### src/rtl/keypad_scan_fifo.sv
// Row-scanned keypad controller: rotates a one-cold row drive, resolves one key per
// frame, debounces press/release over whole frames and queues press codes in a FIFO.
module keypad_scan_fifo #(
  parameter int ROWS            = 4,
  parameter int COLS            = 4,
  parameter int SCAN_DIV        = 250000,
  parameter int DEBOUNCE_FRAMES = 3,
  parameter int FIFO_DEPTH      = 8
) (
  input  logic                            clock,
  input  logic                            reset,
  input  logic [COLS-1:0]                 keypadCol,
  output logic [ROWS-1:0]                 keypadRow,
  output logic [$clog2(ROWS*COLS)-1:0]    key_code,
  output logic                            key_valid,
  input  logic                            key_ready,
  output logic                            key_held,
  output logic                            overflow,
  input  logic                            ovf_clear
);

  localparam int CW    = $clog2(ROWS*COLS);
  localparam int DIVW  = $clog2(SCAN_DIV);
  localparam int RW    = $clog2(ROWS);
  localparam int CNTW  = $clog2(DEBOUNCE_FRAMES + 1);
  localparam int AW    = $clog2(FIFO_DEPTH);
  localparam int FCW   = $clog2(FIFO_DEPTH) + 1;

  typedef enum logic [1:0] {IDLE, PRESS_CHK, HELD, REL_CHK} state_e;

  logic [DIVW-1:0] div_q, div_d;
  logic [RW-1:0]   row_q, row_d;
  logic            acc_hit_q, acc_hit_d;
  logic [CW-1:0]   acc_code_q, acc_code_d;
  logic            frame_done_q, frame_done_d;
  state_e          state_q, state_d;
  logic [CW-1:0]   cand_q, cand_d;
  logic [CNTW-1:0] cnt_q, cnt_d;
  logic [AW-1:0]   wr_ptr_q, wr_ptr_d, rd_ptr_q, rd_ptr_d;
  logic [FCW-1:0]  count_q, count_d, residual;
  logic [CW-1:0]   key_code_q, key_code_d;
  logic            key_valid_q, key_valid_d;
  logic            overflow_q, overflow_d;
  logic [CW-1:0]   mem_q [FIFO_DEPTH];

  logic            tick, last_row, hit, push, pop, full, wr_en, drop;
  logic [CW-1:0]   row_code;
  int              hit_col;

  // Scan divider, row rotation and per-frame first-contact accumulator.
  always_comb begin
    tick     = (div_q == DIVW'(SCAN_DIV - 1));
    last_row = (row_q == RW'(ROWS - 1));
    div_d    = tick ? '0 : div_q + 1'b1;
    row_d    = row_q;
    if (tick) row_d = last_row ? '0 : row_q + 1'b1;

    hit     = 1'b0;
    hit_col = 0;
    for (int c = COLS - 1; c >= 0; c--) begin
      if (!keypadCol[c]) begin
        hit     = 1'b1;
        hit_col = c;
      end
    end
    row_code = CW'(int'(row_q) * COLS + hit_col);

    acc_hit_d  = acc_hit_q;
    acc_code_d = acc_code_q;
    if (tick && (row_q == '0 || !acc_hit_q)) begin
      acc_hit_d  = hit;
      acc_code_d = row_code;
    end
    frame_done_d = tick && last_row;
    keypadRow    = ~(ROWS'(1) << row_q);
  end

  // Debounce FSM; acc_* hold the completed frame while frame_done_q is high.
  always_comb begin
    state_d = state_q;
    cand_d  = cand_q;
    cnt_d   = cnt_q;
    push    = 1'b0;
    if (frame_done_q) begin
      unique case (state_q)
        IDLE: begin
          if (acc_hit_q) begin
            cand_d = acc_code_q;
            cnt_d  = CNTW'(1);
            if (DEBOUNCE_FRAMES == 1) begin
              state_d = HELD;
              cnt_d   = '0;
              push    = 1'b1;
            end else begin
              state_d = PRESS_CHK;
            end
          end
        end
        PRESS_CHK: begin
          if (!acc_hit_q) begin
            state_d = IDLE;
            cnt_d   = '0;
          end else if (acc_code_q != cand_q) begin
            cand_d = acc_code_q;
            cnt_d  = CNTW'(1);
          end else if (int'(cnt_q) + 1 >= DEBOUNCE_FRAMES) begin
            state_d = HELD;
            cnt_d   = '0;
            push    = 1'b1;
          end else begin
            cnt_d = cnt_q + 1'b1;
          end
        end
        HELD: begin
          if (!acc_hit_q) begin
            state_d = (DEBOUNCE_FRAMES == 1) ? IDLE : REL_CHK;
            cnt_d   = (DEBOUNCE_FRAMES == 1) ? '0 : CNTW'(1);
          end
        end
        REL_CHK: begin
          if (acc_hit_q) begin
            state_d = HELD;
            cnt_d   = '0;
          end else if (int'(cnt_q) + 1 >= DEBOUNCE_FRAMES) begin
            state_d = IDLE;
            cnt_d   = '0;
          end else begin
            cnt_d = cnt_q + 1'b1;
          end
        end
      endcase
    end
  end

  // FIFO control; the registered head is refilled from memory or from the bypassed push.
  always_comb begin
    pop      = key_valid_q && key_ready;
    full     = (count_q == FCW'(FIFO_DEPTH));
    wr_en    = push && (!full || pop);
    drop     = push && full && !pop;
    wr_ptr_d = wr_ptr_q + AW'(wr_en);
    rd_ptr_d = rd_ptr_q + AW'(pop);
    count_d  = count_q;
    unique case ({wr_en, pop})
      2'b10:   count_d = count_q + 1'b1;
      2'b01:   count_d = count_q - 1'b1;
      default: count_d = count_q;
    endcase
    residual    = pop ? count_q - 1'b1 : count_q;
    key_valid_d = (count_d != '0);
    key_code_d  = key_code_q;
    if (residual != '0)  key_code_d = mem_q[rd_ptr_d];
    else if (wr_en)      key_code_d = acc_code_q;
    overflow_d = drop || (overflow_q && !ovf_clear);
  end

  // NOTE: state uses non-blocking assignments so every flop samples pre-edge values.
  always_ff @(posedge clock) begin
    if (!reset) begin
      div_q        <= '0;
      row_q        <= '0;
      acc_hit_q    <= 1'b0;
      acc_code_q   <= '0;
      frame_done_q <= 1'b0;
      state_q      <= IDLE;
      cand_q       <= '0;
      cnt_q        <= '0;
      wr_ptr_q     <= '0;
      rd_ptr_q     <= '0;
      count_q      <= '0;
      key_code_q   <= '0;
      key_valid_q  <= 1'b0;
      overflow_q   <= 1'b0;
    end else begin
      div_q        <= div_d;
      row_q        <= row_d;
      acc_hit_q    <= acc_hit_d;
      acc_code_q   <= acc_code_d;
      frame_done_q <= frame_done_d;
      state_q      <= state_d;
      cand_q       <= cand_d;
      cnt_q        <= cnt_d;
      wr_ptr_q     <= wr_ptr_d;
      rd_ptr_q     <= rd_ptr_d;
      count_q      <= count_d;
      key_code_q   <= key_code_d;
      key_valid_q  <= key_valid_d;
      overflow_q   <= overflow_d;
    end
  end

  // NOTE: storage is not reset; reset empties the FIFO through its pointers and count.
  always_ff @(posedge clock) begin
    if (wr_en) mem_q[wr_ptr_q] <= acc_code_q;
  end

  assign key_code  = key_code_q;
  assign key_valid = key_valid_q;
  assign key_held  = (state_q == HELD) || (state_q == REL_CHK);
  assign overflow  = overflow_q;

endmodule

### config.mk
export PLATFORM = sky130hd
export DESIGN_NAME = keypad_scan_fifo
export DESIGN_NICKNAME = d
export VERILOG_FILES = /design/src/rtl/keypad_scan_fifo.sv
export SDC_FILE = /design/constraint.sdc
export NUM_CORES = 1
export LEC_CHECK = 0
export ABC_AREA = 1
export ABC_CLOCK_PERIOD_IN_PS = 2900
export CAP_MARGIN = 20
export CORE_UTILIZATION = 42
export DETAILED_ROUTE_END_ITERATION = 12
export PLACE_DENSITY_LB_ADDON = 0.15
export SLEW_MARGIN = 25
export SYNTH_ARGS = -nofsm -noshare
export SYNTH_HDL_FRONTEND = slang
export SYNTH_SLANG_ARGS = --single-unit
### constraint.sdc
create_clock -name clock -period 2.9 [get_ports clock]
set_clock_uncertainty 0.05 [all_clocks]
set_input_delay 0.29 -clock clock [delete_from_list [all_inputs] [get_ports clock]]
set_output_delay 0.29 -clock clock [all_outputs]
set_load 0.03 [all_outputs]
Yosys cells after proc, flatten, opt, wreduce, memory -nomap -nowiden --
Memories as Yosys holds them, arrays and structs flattened. Index checks and enable logic that the tools add are counted.
Word-level totals: bits in registers 50, latch bits 0, RAM bits 32, ROM bits 0, input port bits 8, output and inout bits 11, memories kept 1
Memory list:
- mem_q | depth 8, width 4, read ports 1, clocked after memory_dff 0, wr ports 1, RTL line 44 | logic [CW-1:0] mem_q [FIFO_DEPTH];
Cells by class: add/sub/neg operators 9, multipliers 0, div/mod/pow operators 0, order comparisons 1, eq/ne operators 16, shifts and indexed selects 1, muxes and demuxes 38, bitwise logic cells 2, reductions and logical operators 25
Operators by type and width (count):
- 2-to-1 mux 4 bit | 9
- 2-to-1 mux 2 bit | 14
- adder 18 x 1 -> 18 bit (second input constant) | 1
- equality test 18 bit (second input constant) | 1
- case mux 2 bit (4 select lines) | 2
- case mux 4 bit (2 select lines) | 2
- 2-to-1 mux 1 bit | 11
- inequality test 3 bit (second input constant) | 3
- equality test 2 bit (second input constant) | 4
- inequality test 2 bit (second input constant) | 4
- nonzero test 4 bit | 2
- logical AND 1 bit | 7
- adder 3 x 1 -> 3 bit | 2
- AND reduction 6 bit | 1
- AND reduction 5 bit | 1
- adder 2 x 1 -> 2 bit (second input constant) | 2
- adder 4 x 1 -> 4 bit (second input constant) | 1
- adder 4 bit | 1
- equality test 2 x 1 -> 1 bit (second input constant) | 2
- equality test 4 bit (second input constant) | 1
- logical NOT 1 bit | 4
- logical NOT 2 bit | 2
- logical OR 1 bit | 4
- inequality test 4 bit | 1
- 9 further kinds | 10

Logic depth before layout (Yosys ltp) --
Gate-level depths: netlist (run 1).
depth in word-level cells 11, depth in mapped cells 14, mapped depth without buffers 14

Least setup slack after synthesis (run 1) --
No wires, ideal clock.
path type register -> register, from reg key_valid_q (netlist: key_valid), to reg key_code_q[2] (netlist: key_code[2]), arrival time 1.985 ns, slack 0.793 ns, stages on the path, launching flop included 15, path buffers 2, cells stage by stage dfxtp_1 -> nand2_2 -> clkinv_4 -> ha_1 -> buf_2 -> inv_1 -> buf_2 -> nand2_1 -> nand3_1 -> nand3_1 -> nand2_1 -> nand2_1 -> nand2_1 -> nand2_1 -> a21oi_1
Between the ends: cells in the longest elaborated chain, start to end 4, elaborated cells on any way between the ends 9
RTL lines:
- from (decl) | RTL line 42 | logic key_valid_q, key_valid_d;
- from (signal assigned) | RTL line 187 | key_valid_q <= key_valid_d;
- logical AND 1 bit | RTL line 137 | pop = key_valid_q && key_ready;
- adder 3 x 1 -> 3 bit | RTL line 142 | rd_ptr_d = rd_ptr_q + AW'(pop);
- via rd_ptr_d[0] | RTL line 39 | logic [AW-1:0] wr_ptr_q, wr_ptr_d, rd_ptr_q, rd_ptr_d;
- memory read (8 x 4 bit)
- 2-to-1 mux 4 bit | RTL line 152 | if (residual != '0) key_code_d = mem_q[rd_ptr_d];
- to (signal assigned) | RTL line 186 | key_code_q <= key_code_d;
- to (decl) | RTL line 41 | logic [CW-1:0] key_code_q, key_code_d;
The timed path passes the listed nets, and every way through them passes these cells. A chain may end at the register's enable or synchronous reset.

Worst setup path in the final report (run 1) --
from reg acc_code_q[1], to mem mem_q[2][3] in the netlist's numbering (enable)
Between the ends: cells in the longest elaborated chain, start to end 8
RTL lines:
- from (decl) | RTL line 34 | logic [CW-1:0] acc_code_q, acc_code_d;
- from (signal assigned) | RTL line 178 | acc_code_q <= acc_code_d;
- inequality test 4 bit | RTL line 103 | end else if (acc_code_q != cand_q) begin
- 2-to-1 mux 1 bit | RTL line 103
- 2-to-1 mux 1 bit | RTL line 100 | if (!acc_hit_q) begin
- 2-to-1 mux 1 bit | RTL line 85 | unique case (state_q)
- 2-to-1 mux 1 bit | RTL line 84 | if (frame_done_q) begin
- logical AND 1 bit | RTL line 139 | wr_en = push && (!full || pop);
- 2-to-1 mux 1 bit | RTL line 194 | if (wr_en) mem_q[wr_ptr_q] <= acc_code_q;
- 2-to-1 mux 1 bit (not written as such) | RTL line 194
- to (decl) | RTL line 44
No other way between the ends.

==> results of run 1 <==
sequential cells by signal (all words and copies together) (netlist names), 3 cells and up, named ones only:
name and count:
wr_ptr_q 3, mem_q 32, key_code 4, acc_code_q 4, div_q 18, count_q 4, cand_q 4, rd_ptr_q 3
metrics by stage:
stage / total power, W / setup WS, ns / area (µm²) / hold slack (ns)
floorplan: 0.00166 / 0.793 / 3950 / 0.367
global placement: 0.00177 / 0.370 / 4280 / 0.377
detailed placement: 0.00178 / 0.282 / 4280 / 0.386
CTS: 0.00264 / 0.381 / 4490 / 0.404
global route: 0.00274 / 0.251 / 4490 / 0.426
finish: 0.00261 / 0.459 / 4490 / 0.398
placed cells by master (no fill, tap or decap), types with 12 or more instances in the layout:
| cell type | count |
|---|---|
| ha_1 | 12 |
| nand3_1 | 44 |
| dfxtp_1 | 50 |
| clkdlybuf4s50_1 | 18 |
| xor2_1 | 12 |
| nor3_1 | 12 |
| nor2_1 | 37 |
| inv_2 | 12 |
| nand2_1 | 108 |
| edfxtp_1 | 32 |
| inv_1 | 43 |
| a21oi_1 | 25 |
| o21ai_0 | 12 |
power breakdown:
group / internal [W] / switching (W)
registers: 0.00122 / 0.0000355
clock network: 0.000464 / 0.000393
logic: 0.000167 / 0.000326
cell usage after synthesis, types with 2 or more instances:
library cell and count:
nor2_2 3, clkinv_1 2, inv_2 12, a211oi_1 3
nor2_4 4, dfxtp_1 50, a21oi_1 25, edfxtp_1 32
nor3_1 12, clkbuf_1 5, xnor2_1 3, xor2_1 12
nand2_1 108, o21ai_0 12, buf_2 3, nand4_1 7
nand2_4 3, ha_1 12, inv_1 43, nor2_1 37
o21ai_1 3, nand3_1 44, nand2_2 3, nor4_2 2
nor3b_1 3, o31ai_1 2
metal layers:
metal	global-route usage	vias to the layer above	part of all wire
li1	-	1576	-
met1	0.240	1344	0.52
met2	0.275	44	0.43
met3	0.0319	13	0.032
met4	0.0700	0	0.017
met5	0	-	0
how the worst min path moves through the flow:
stage	from	end	slack [ns]	depth (start not counted)
finish	div_q[0]	div_q[0]	0.40	1
CTS	div_q[0]	div_q[0]	0.40	1
detailed placement	div_q[0]	div_q[0]	0.39	1
global placement	div_q[0]	div_q[0]	0.38	1
global route	div_q[0]	div_q[0]	0.43	1
floorplan	div_q[0]	div_q[0]	0.37	1
worst register-to-register path, stage by stage, from the launching register on:
cell and delay, ns:
dfxtp_1 0.64, nand2_1 0.10, nand2_1 0.08, nand2_1 0.08, nor2_4 0.17, nand2_4 0.10, nor2_8 0.14, inv_2 0.04
or2_4 0.23, nor3_1 0.45
logic make-up (layout without fill, tap and decap cells):
family,Yosys count,count (layout),share of synthesized area
AND/OR/NAND/NOR,233,233,0.279
XOR/XNOR,15,15,0.0332
flip-flops,82,82,0.496
adder cells (fa/ha/maj),12,12,0.0380
buffers and inverters,69,101,0.0709
AO/OA/AOI/OAI,51,51,0.0823
layout make-up:
type / count / area [µm²] / share of cell area
Clock buffer: 16 / 213 / 0.0474
Multi-Input combinational cell: 311 / 1710 / 0.381
Sequential cell: 82 / 1960 / 0.437
Timing Repair Buffer: 26 / 240 / 0.0535
Tap cell: 111 / 139 / 0.0309
Inverter: 59 / 228 / 0.0507
==> metrics.cfg, run 1 <==
[run_status]
status = finished, final reports clean

[setup_path]
required_ns = 2.84
slowest_delay_ns = 0.64
crit_slowest_cell = dfxtp_1
cp_top_family = simple AND/OR/NAND/NOR gates
critPathCaptureType = register
crit_end = mem_q[2][3]
reg2reg_depth = 9
path_buf_inv = 1
critical_path_class = reg2reg
crit_chain = nand2_1 > nand2_1 > nand2_1 > nor2_4 > nand2_4 > nor2_8 > inv_2 > or2_4 > nor3_1
crit_top_cell = nand2_1
critPathLaunchType = register
path_depth = 9
r2r_slack_ns = 0.46
worstPathArrival_ns = 2.38
critical_path.startpoint = acc_code_q[1]
r2r_end = mem_q[2][3]
r2r-start = acc_code_q[1]
cp_max_fo = 13

[yosys]
synth_nets = 482
synth_ff_type = dfxtp_1
synth_edf_count = 32
syn_area_mm2 = 0.00395
yosysUniqueCellTypes = 43
synth_top_cell_area_share = 0.253
yosysTopAreaCell = dfxtp_1
synthTopCellsByArea = dfxtp_1 25%, edfxtp_1 24%, nand2_1 10%
yosysWarnings = 0
ys_seq_area_frac = 0.496
syn_area_per_cell_um2 = 8.56
synthCells = 462
ys_ff_latch = 82
synthArstFlopShare = 0

[cells_and_area]
area_growth_pct = 13.6
nFillCells = 887
final_cells = 605
post-route-util = 0.488
fin_nets = 509
final_layout_size_suffix_gt1_frac = 0.115
diodes = 0

[min_path]
hold_path.class = reg2reg

[sta]
tightest_slew_ns = 0.630
grt_setup_unrepaired = false
setup_viol = 0
period_minus_slack_ns = 2.44
slew_headroom = 0.577
finalCritPeriodShare = 0.842
clock.fmax_mhz = 410
hold_viol = 0
slew_violations = 0
tns_ns = 0

[clock_network]
cts_hold_buffers = 0
worstSkewPairLatency_ns = 0.35
cts_tree = built
root_buffer = clkbuf_8
clk_path_buf_depth = 2
cts_buffers = 9
clk_pin_slew_ns = 0.08
htreeDepth = 3
cts_resized = 0
cts_sinks = 82
post-cts-setup-buffer-count = 0

[grt]
grt_max_degree = 18
antenna_found_initial = 0
grt_pass1_wl_mm = 13.4
grt_usage = 0.175
grt_overflow = 0
first_global_vias = 2871

[placement]
dp_hpwl_mm = 5.57
gp_congestion = 0.892
placed_cells = 589
portBuffers = 18

[route]
drtPass1Iterations = 4
avgRoutedWirePerCell_um = 12.8
vias = 2977
drt-total-wl_mm = 7.76
drt-initial-drc-count = 180
ant_nets = 0
viasPerCell = 4.92
drc = 0

[power_and_ir_drop]
irDropWorstVdd_v = 0.000266
power_leakage_nw = 1.84
pwr_density_cell_mw_per_mm2 = 581

[die]
ios = 19
die-area_mm2 = 0.00980
initial_core_util = 0.430
fp.dieW_um = 99.0
core-area_mm2 = 0.00920
rows = 35
die_y_um = 99.0

[job]
timing.max_cap.violations = 0

No activity file was read; power rests on OpenSTA's default activity.
==> run 2, diff against run 1 <==
Settings changed: ABC_CLOCK_PERIOD_IN_PS 2900 to 2480.
Clock period 2.9 ns to 2.48 ns, I/O delays scaled along.
==> metrics.cfg, run 2 (synthesis gave the netlist of run 1 again) <==
[clock_network]
htreeDepth = 3  ; unchanged
clk_pin_slew_ns = 0.08  ; about the same
worstSkewPairLatency_ns = 0.34  ; was 0.35 ns
root_buffer = clkbuf_8  ; unchanged
cts_sinks = 82  ; unchanged
cts_hold_buffers = 0  ; unchanged
post-cts-setup-buffer-count = 0  ; unchanged
cts_buffers = 9  ; unchanged
cts_tree = built  ; unchanged
clk_path_buf_depth = 2  ; unchanged
cts_resized = 0  ; unchanged

[cells_and_area]
area_growth_pct = 14.2  ; was 13.6%
multiInputGateArea_mm2 = 0.00171  ; unchanged
final_layout_size_suffix_gt1_frac = 0.128  ; was 0.115
nFillCells = 904  ; was 887
diodes = 0  ; unchanged
top_register = mem_q  ; unchanged
post-route-util = 0.491  ; was 0.488
layout_commonest_cell = nand2_1  ; unchanged
largest_reg_flops = 32  ; unchanged
layout_common_cells = 108 x nand2_1, 50 x dfxtp_1, 44 x nand3_1, 43 x inv_1, 37 x nor2_1  ; unchanged
fin_nets = 516  ; was 509
top_regs = mem_q: 32 flops, div_q: 18 flops  ; unchanged
regArea_mm2 = 0.00196  ; unchanged

[route]
drc = 0  ; unchanged
drt-total-wl_mm = 7.84  ; was 7.76 mm
avgRoutedWirePerCell_um = 12.8  ; about the same
ant_nets = 0  ; unchanged
drtPass1Iterations = 4  ; unchanged
drt-initial-drc-count = 142  ; was 180
vias = 3064  ; was 2977
viasPerCell = 5.01  ; was 4.92

[die]
ios = 19  ; unchanged
die-area_mm2 = 0.00980  ; unchanged
die_y_um = 99.0  ; unchanged
initial_core_util = 0.430  ; unchanged
fp.dieW_um = 99.0  ; unchanged
core-area_mm2 = 0.00920  ; unchanged
rows = 35  ; unchanged

[setup_path]
reg2reg_depth = 12  ; was 9
cp_max_fo = 7  ; was 13
required_ns = 2.49  ; was 2.84 ns
critical_path_class = reg2reg  ; unchanged
critPathLaunchType = register  ; unchanged
critPathCaptureType = register  ; unchanged
worstPathArrival_ns = 2.21  ; was 2.38 ns
r2r_slack_ns = 0.28  ; was 0.46 ns

[placement]
dp_hpwl_mm = 5.65  ; was 5.57 mm
portBuffers = 18  ; unchanged
gp_congestion = 0.984  ; was 0.892

[sta]
grt_setup_unrepaired = false  ; unchanged
slew_headroom = 0.624  ; was 0.577
tightest_slew_ns = 0.560  ; was 0.630 ns
slew_violations = 0  ; unchanged
setup_viol = 0  ; unchanged
hold_viol = 0  ; unchanged
finalCritPeriodShare = 0.887  ; was 0.842
period_minus_slack_ns = 2.20  ; was 2.44 ns
tns_ns = 0  ; unchanged
clock.fmax_mhz = 455  ; was 410 MHz

[power_and_ir_drop]
pwr_density_cell_mw_per_mm2 = 654  ; was 581 mW/mm²
clockPowerShare = 0.307  ; was 0.329
power_leakage_nw = 1.87  ; was 1.84 nW
internal-power_w = 0.00208  ; was 0.00185 W
seqPwrFrac = 0.498  ; was 0.482
netSwitchingFraction = 0.296  ; was 0.289
irDropWorstVdd_v = 0.000243  ; was 0.000266 V
pwr-share-comb = 0.195  ; was 0.189
switchingPower_w = 0.000873  ; was 0.000754 W

[run_status]
status = finished, final reports clean  ; unchanged

[job]
timing.max_cap.violations = 0  ; unchanged

[grt]
first_global_vias = 2847  ; was 2871
grt_overflow = 0  ; unchanged
grt_pass1_wl_mm = 13.5  ; was 13.4 mm
grt_usage = 0.178  ; was 0.175
antenna_found_initial = 0  ; unchanged
grt_max_degree = 18  ; unchanged

[min_path]
hold_path.class = reg2reg  ; unchanged
hold_depth = 1  ; unchanged

run 2: routing by layer:
layer,vias to the layer above,wire (µm),global-route usage
met5,-,0,0
met4,0,143,0.0815
met3,11,258,0.0404
met2,57,3380,0.260
met1,1411,4050,0.250
li1,1585,-,-
run 2: worst max-delay path, stage by stage (launching register included):
cell and delay, ns:
dfxtp_1 0.50, inv_2 0.06, nand2_1 0.06, nand2_1 0.06
clkinv_1 0.05, nand2_1 0.08, nor2_4 0.15, nand2_4 0.11
nor2_8 0.14, inv_2 0.04, or2_4 0.23, nor3_1 0.19
buf_4 0.19
run 2: power groups by stage:
stage | registers [W] | clock network (W) | logic [W]
final | 0.00147 | 0.000906 | 0.000577
after global routing | 0.00148 | 0.00100 | 0.000653
after CTS | 0.00147 | 0.000942 | 0.000576
after detailed placement | 0.00150 | 0 | 0.000571
after global placement | 0.00150 | 0 | 0.000571
after floorplan | 0.00152 | 0 | 0.000415
run 2: final timing paths:
check | start | endpoint
setup / recovery | acc_code_q[3] | mem_q[0][3]
hold / removal | div_q[0] | div_q[0]
setup reg to reg | acc_code_q[3] | mem_q[0][3]
hold reg to reg | div_q[0] | div_q[0]
run 2: through the flow:
| step | cells | hold slack, ns | setup WS (ns) | cell area, µm² | total power, W |
|---|---|---|---|---|---|
| 6_report | 612 | 0.399 | 0.281 | 4520 | 0.00295 |
| 5_1_grt | 612 | 0.431 | 0.134 | 4520 | 0.00313 |
| 4_1_cts | 612 | 0.402 | 0.269 | 4520 | 0.00299 |
| 3_5_place_dp | 596 | 0.385 | 0.0702 | 4330 | 0.00207 |
| 3_3_place_gp | 596 | 0.376 | 0.145 | 4330 | 0.00207 |
| 2_1_floorplan | 462 | 0.361 | 0.373 | 3950 | 0.00194 |
run 2: layout make-up:
cell class                 count  area share
tap                          111      0.0308
multi-input combinational    311       0.379
clock buffer                  14      0.0385
clock inverter                 2     0.00222
inverter                      59      0.0504
timing repair buffer          33      0.0648
sequential                    82       0.434
==> run 3, diff against run 2 <==
Settings changed: CELL_PAD_IN_SITES_DETAIL_PLACEMENT from default to 1, CELL_PAD_IN_SITES_GLOBAL_PLACEMENT from default to 2, CORE_UTILIZATION 42 to 37, GPL_ROUTABILITY_DRIVEN from default to 0.
==> metrics.cfg, run 3 (synthesis gave the netlist of run 1 again) <==
[run_status]
status = finished, final reports clean  ; unchanged

[power_and_ir_drop]
power_leakage_nw = 1.89  ; was 1.87 nW
pwr_density_cell_mw_per_mm2 = 667  ; was 654 mW/mm²
irDropWorstVdd_v = 0.000233  ; was 0.000243 V

[die]
initial_core_util = 0.383  ; was 0.430
rows = 37  ; was 35
die-area_mm2 = 0.0111  ; was 0.00980 mm²
die_y_um = 105  ; was 99.0 µm
fp.dieW_um = 105  ; was 99.0 µm
ios = 19  ; unchanged
core-area_mm2 = 0.0103  ; was 0.00920 mm²

[setup_path]
path_buf_inv = 3  ; was 4
critical_path_class = reg2reg  ; unchanged
crit_chain = inv_2 > ha_1 > nand3_1 > nor2_2 > nor2_8 > inv_2 > or2_4 > nor3_1 > buf_4  ; was inv_2 > nand2_1 > nand2_1 > clkinv_1 > nand2_1 > nor2_4 > nand2_4 > nor2_8 > inv_2 > or2_4 > nor3_1 > buf_4
required_ns = 2.49  ; about the same
critPathCaptureType = register  ; unchanged
worstPathArrival_ns = 2.22  ; was 2.21 ns
crit_top_cell = inv_2  ; was nand2_1
crit_slowest_cell = dfxtp_1  ; unchanged
critPathLaunchType = register  ; unchanged
slowest_delay_ns = 0.40  ; was 0.50 ns
cp_max_fo = 5  ; was 7
cp_top_family = simple AND/OR/NAND/NOR gates  ; unchanged

[route]
drt-initial-drc-count = 74  ; was 142
wl_met1_mm = 4.63  ; was 4.05 mm
wl_met2_mm = 4.32  ; was 3.38 mm
ant_nets = 0  ; unchanged
wl_met3_um = 184  ; was 258 µm
avgRoutedWirePerCell_um = 14.5  ; was 12.8 µm
drt-total-wl_mm = 9.30  ; was 7.84 mm
highest_layer = met4  ; unchanged
viasPerCell = 4.93  ; was 5.01
vias = 3160  ; was 3064
drtPass1Iterations = 4  ; unchanged
drc = 0  ; unchanged

[cells_and_area]
area_growth_pct = 16.1  ; was 14.2%
fin_nets = 520  ; was 516
largest_reg_flops = 32  ; unchanged
top_regs = mem_q: 32 flops, div_q: 18 flops  ; unchanged
layout_common_cells = 108 x nand2_1, 50 x dfxtp_1, 44 x nand3_1, 43 x inv_1, 37 x nor2_1  ; unchanged
post-route-util = 0.444  ; was 0.491
top_register = mem_q  ; unchanged
diodes = 0  ; unchanged
final_layout_size_suffix_gt1_frac = 0.137  ; was 0.128
layout_commonest_cell = nand2_1  ; unchanged

[sta]
period_minus_slack_ns = 2.21  ; was 2.20 ns
tightest_slew_ns = 0.485  ; was 0.560 ns
hold_viol = 0  ; unchanged
setup_viol = 0  ; unchanged
tns_ns = 0  ; unchanged
grt_setup_unrepaired = false  ; unchanged
slew_headroom = 0.676  ; was 0.624
clock.fmax_mhz = 453  ; was 455 MHz
finalCritPeriodShare = 0.890  ; was 0.887
slew_violations = 0  ; unchanged

[placement]
dp_hpwl_mm = 7.19  ; was 5.65 mm
portBuffers = 18  ; unchanged

[clock_network]
cts_buffers = 9  ; unchanged
htreeDepth = 3  ; unchanged
cts_hold_buffers = 0  ; unchanged
worstSkewPairLatency_ns = 0.35  ; was 0.34 ns
post-cts-setup-buffer-count = 0  ; unchanged
cts_resized = 0  ; unchanged
cts_tree = built  ; unchanged
root_buffer = clkbuf_8  ; unchanged
clk_path_buf_depth = 2  ; unchanged
cts_sinks = 82  ; unchanged
clk_pin_slew_ns = 0.08  ; about the same

[job]
timing.max_cap.violations = 0  ; unchanged

[grt]
grt_pass1_wl_mm = 15.7  ; was 13.5 mm
grt_usage = 0.180  ; was 0.178
grt_max_degree = 18  ; unchanged
first_global_vias = 3223  ; was 2847
antenna_found_initial = 0  ; unchanged
grt_overflow = 0  ; unchanged

[min_path]
hold_path.class = reg2reg  ; unchanged

run 3: area by class of cell:
| class | count | area [µm²] |
|---|---|---|
| clock buffers | 11 | 131 |
| repair buffers | 37 | 323 |
| multi-input cells | 311 | 1710 |
| flip-flops and latches | 82 | 1960 |
| well taps | 136 | 170 |
| fillers | 1225 | 5740 |
| clock inverters | 5 | 63.8 |
| inverters | 59 | 228 |
run 3: metal layers:
metal / vias up / global-route usage
li1: 1593 / -
met1: 1523 / 0.241
met2: 29 / 0.296
met3: 15 / 0.0247
met4: 0 / 0.0674
met5: - / 0
run 3: path summary, 6_finish.rpt:
check / cells past startpoint / endpoint / startpoint / slack, ns
worst max-delay path: 9 / mem_q[4][1] / count_q[0] / 0.27
worst min-delay path: 1 / div_q[0] / div_q[0] / 0.41
worst max register to register: 9 / mem_q[4][1] / count_q[0] / 0.27
worst min register to register: 1 / div_q[0] / div_q[0] / 0.41
run 3: report_power, final:
group          switching, W  internal (W)  total (W)
Clock              0.000496      0.000474   0.000970
Sequential        0.0000411       0.00143    0.00147
Combinational      0.000407      0.000214   0.000621
Total              0.000944       0.00212    0.00306
run 3: metrics by stage:
stage / std cells / total power [W] / cell area (µm²) / hold slack, ns / setup WS, ns
floorplan: 462 / 0.00194 / 3950 / 0.361 / 0.373
global placement: 625 / 0.00212 / 4390 / 0.381 / 0.234
global route: 641 / 0.00322 / 4590 / 0.443 / 0.138
CTS: 641 / 0.00310 / 4590 / 0.413 / 0.214
finish: 641 / 0.00306 / 4590 / 0.406 / 0.274
detailed placement: 625 / 0.00212 / 4390 / 0.392 / 0.225
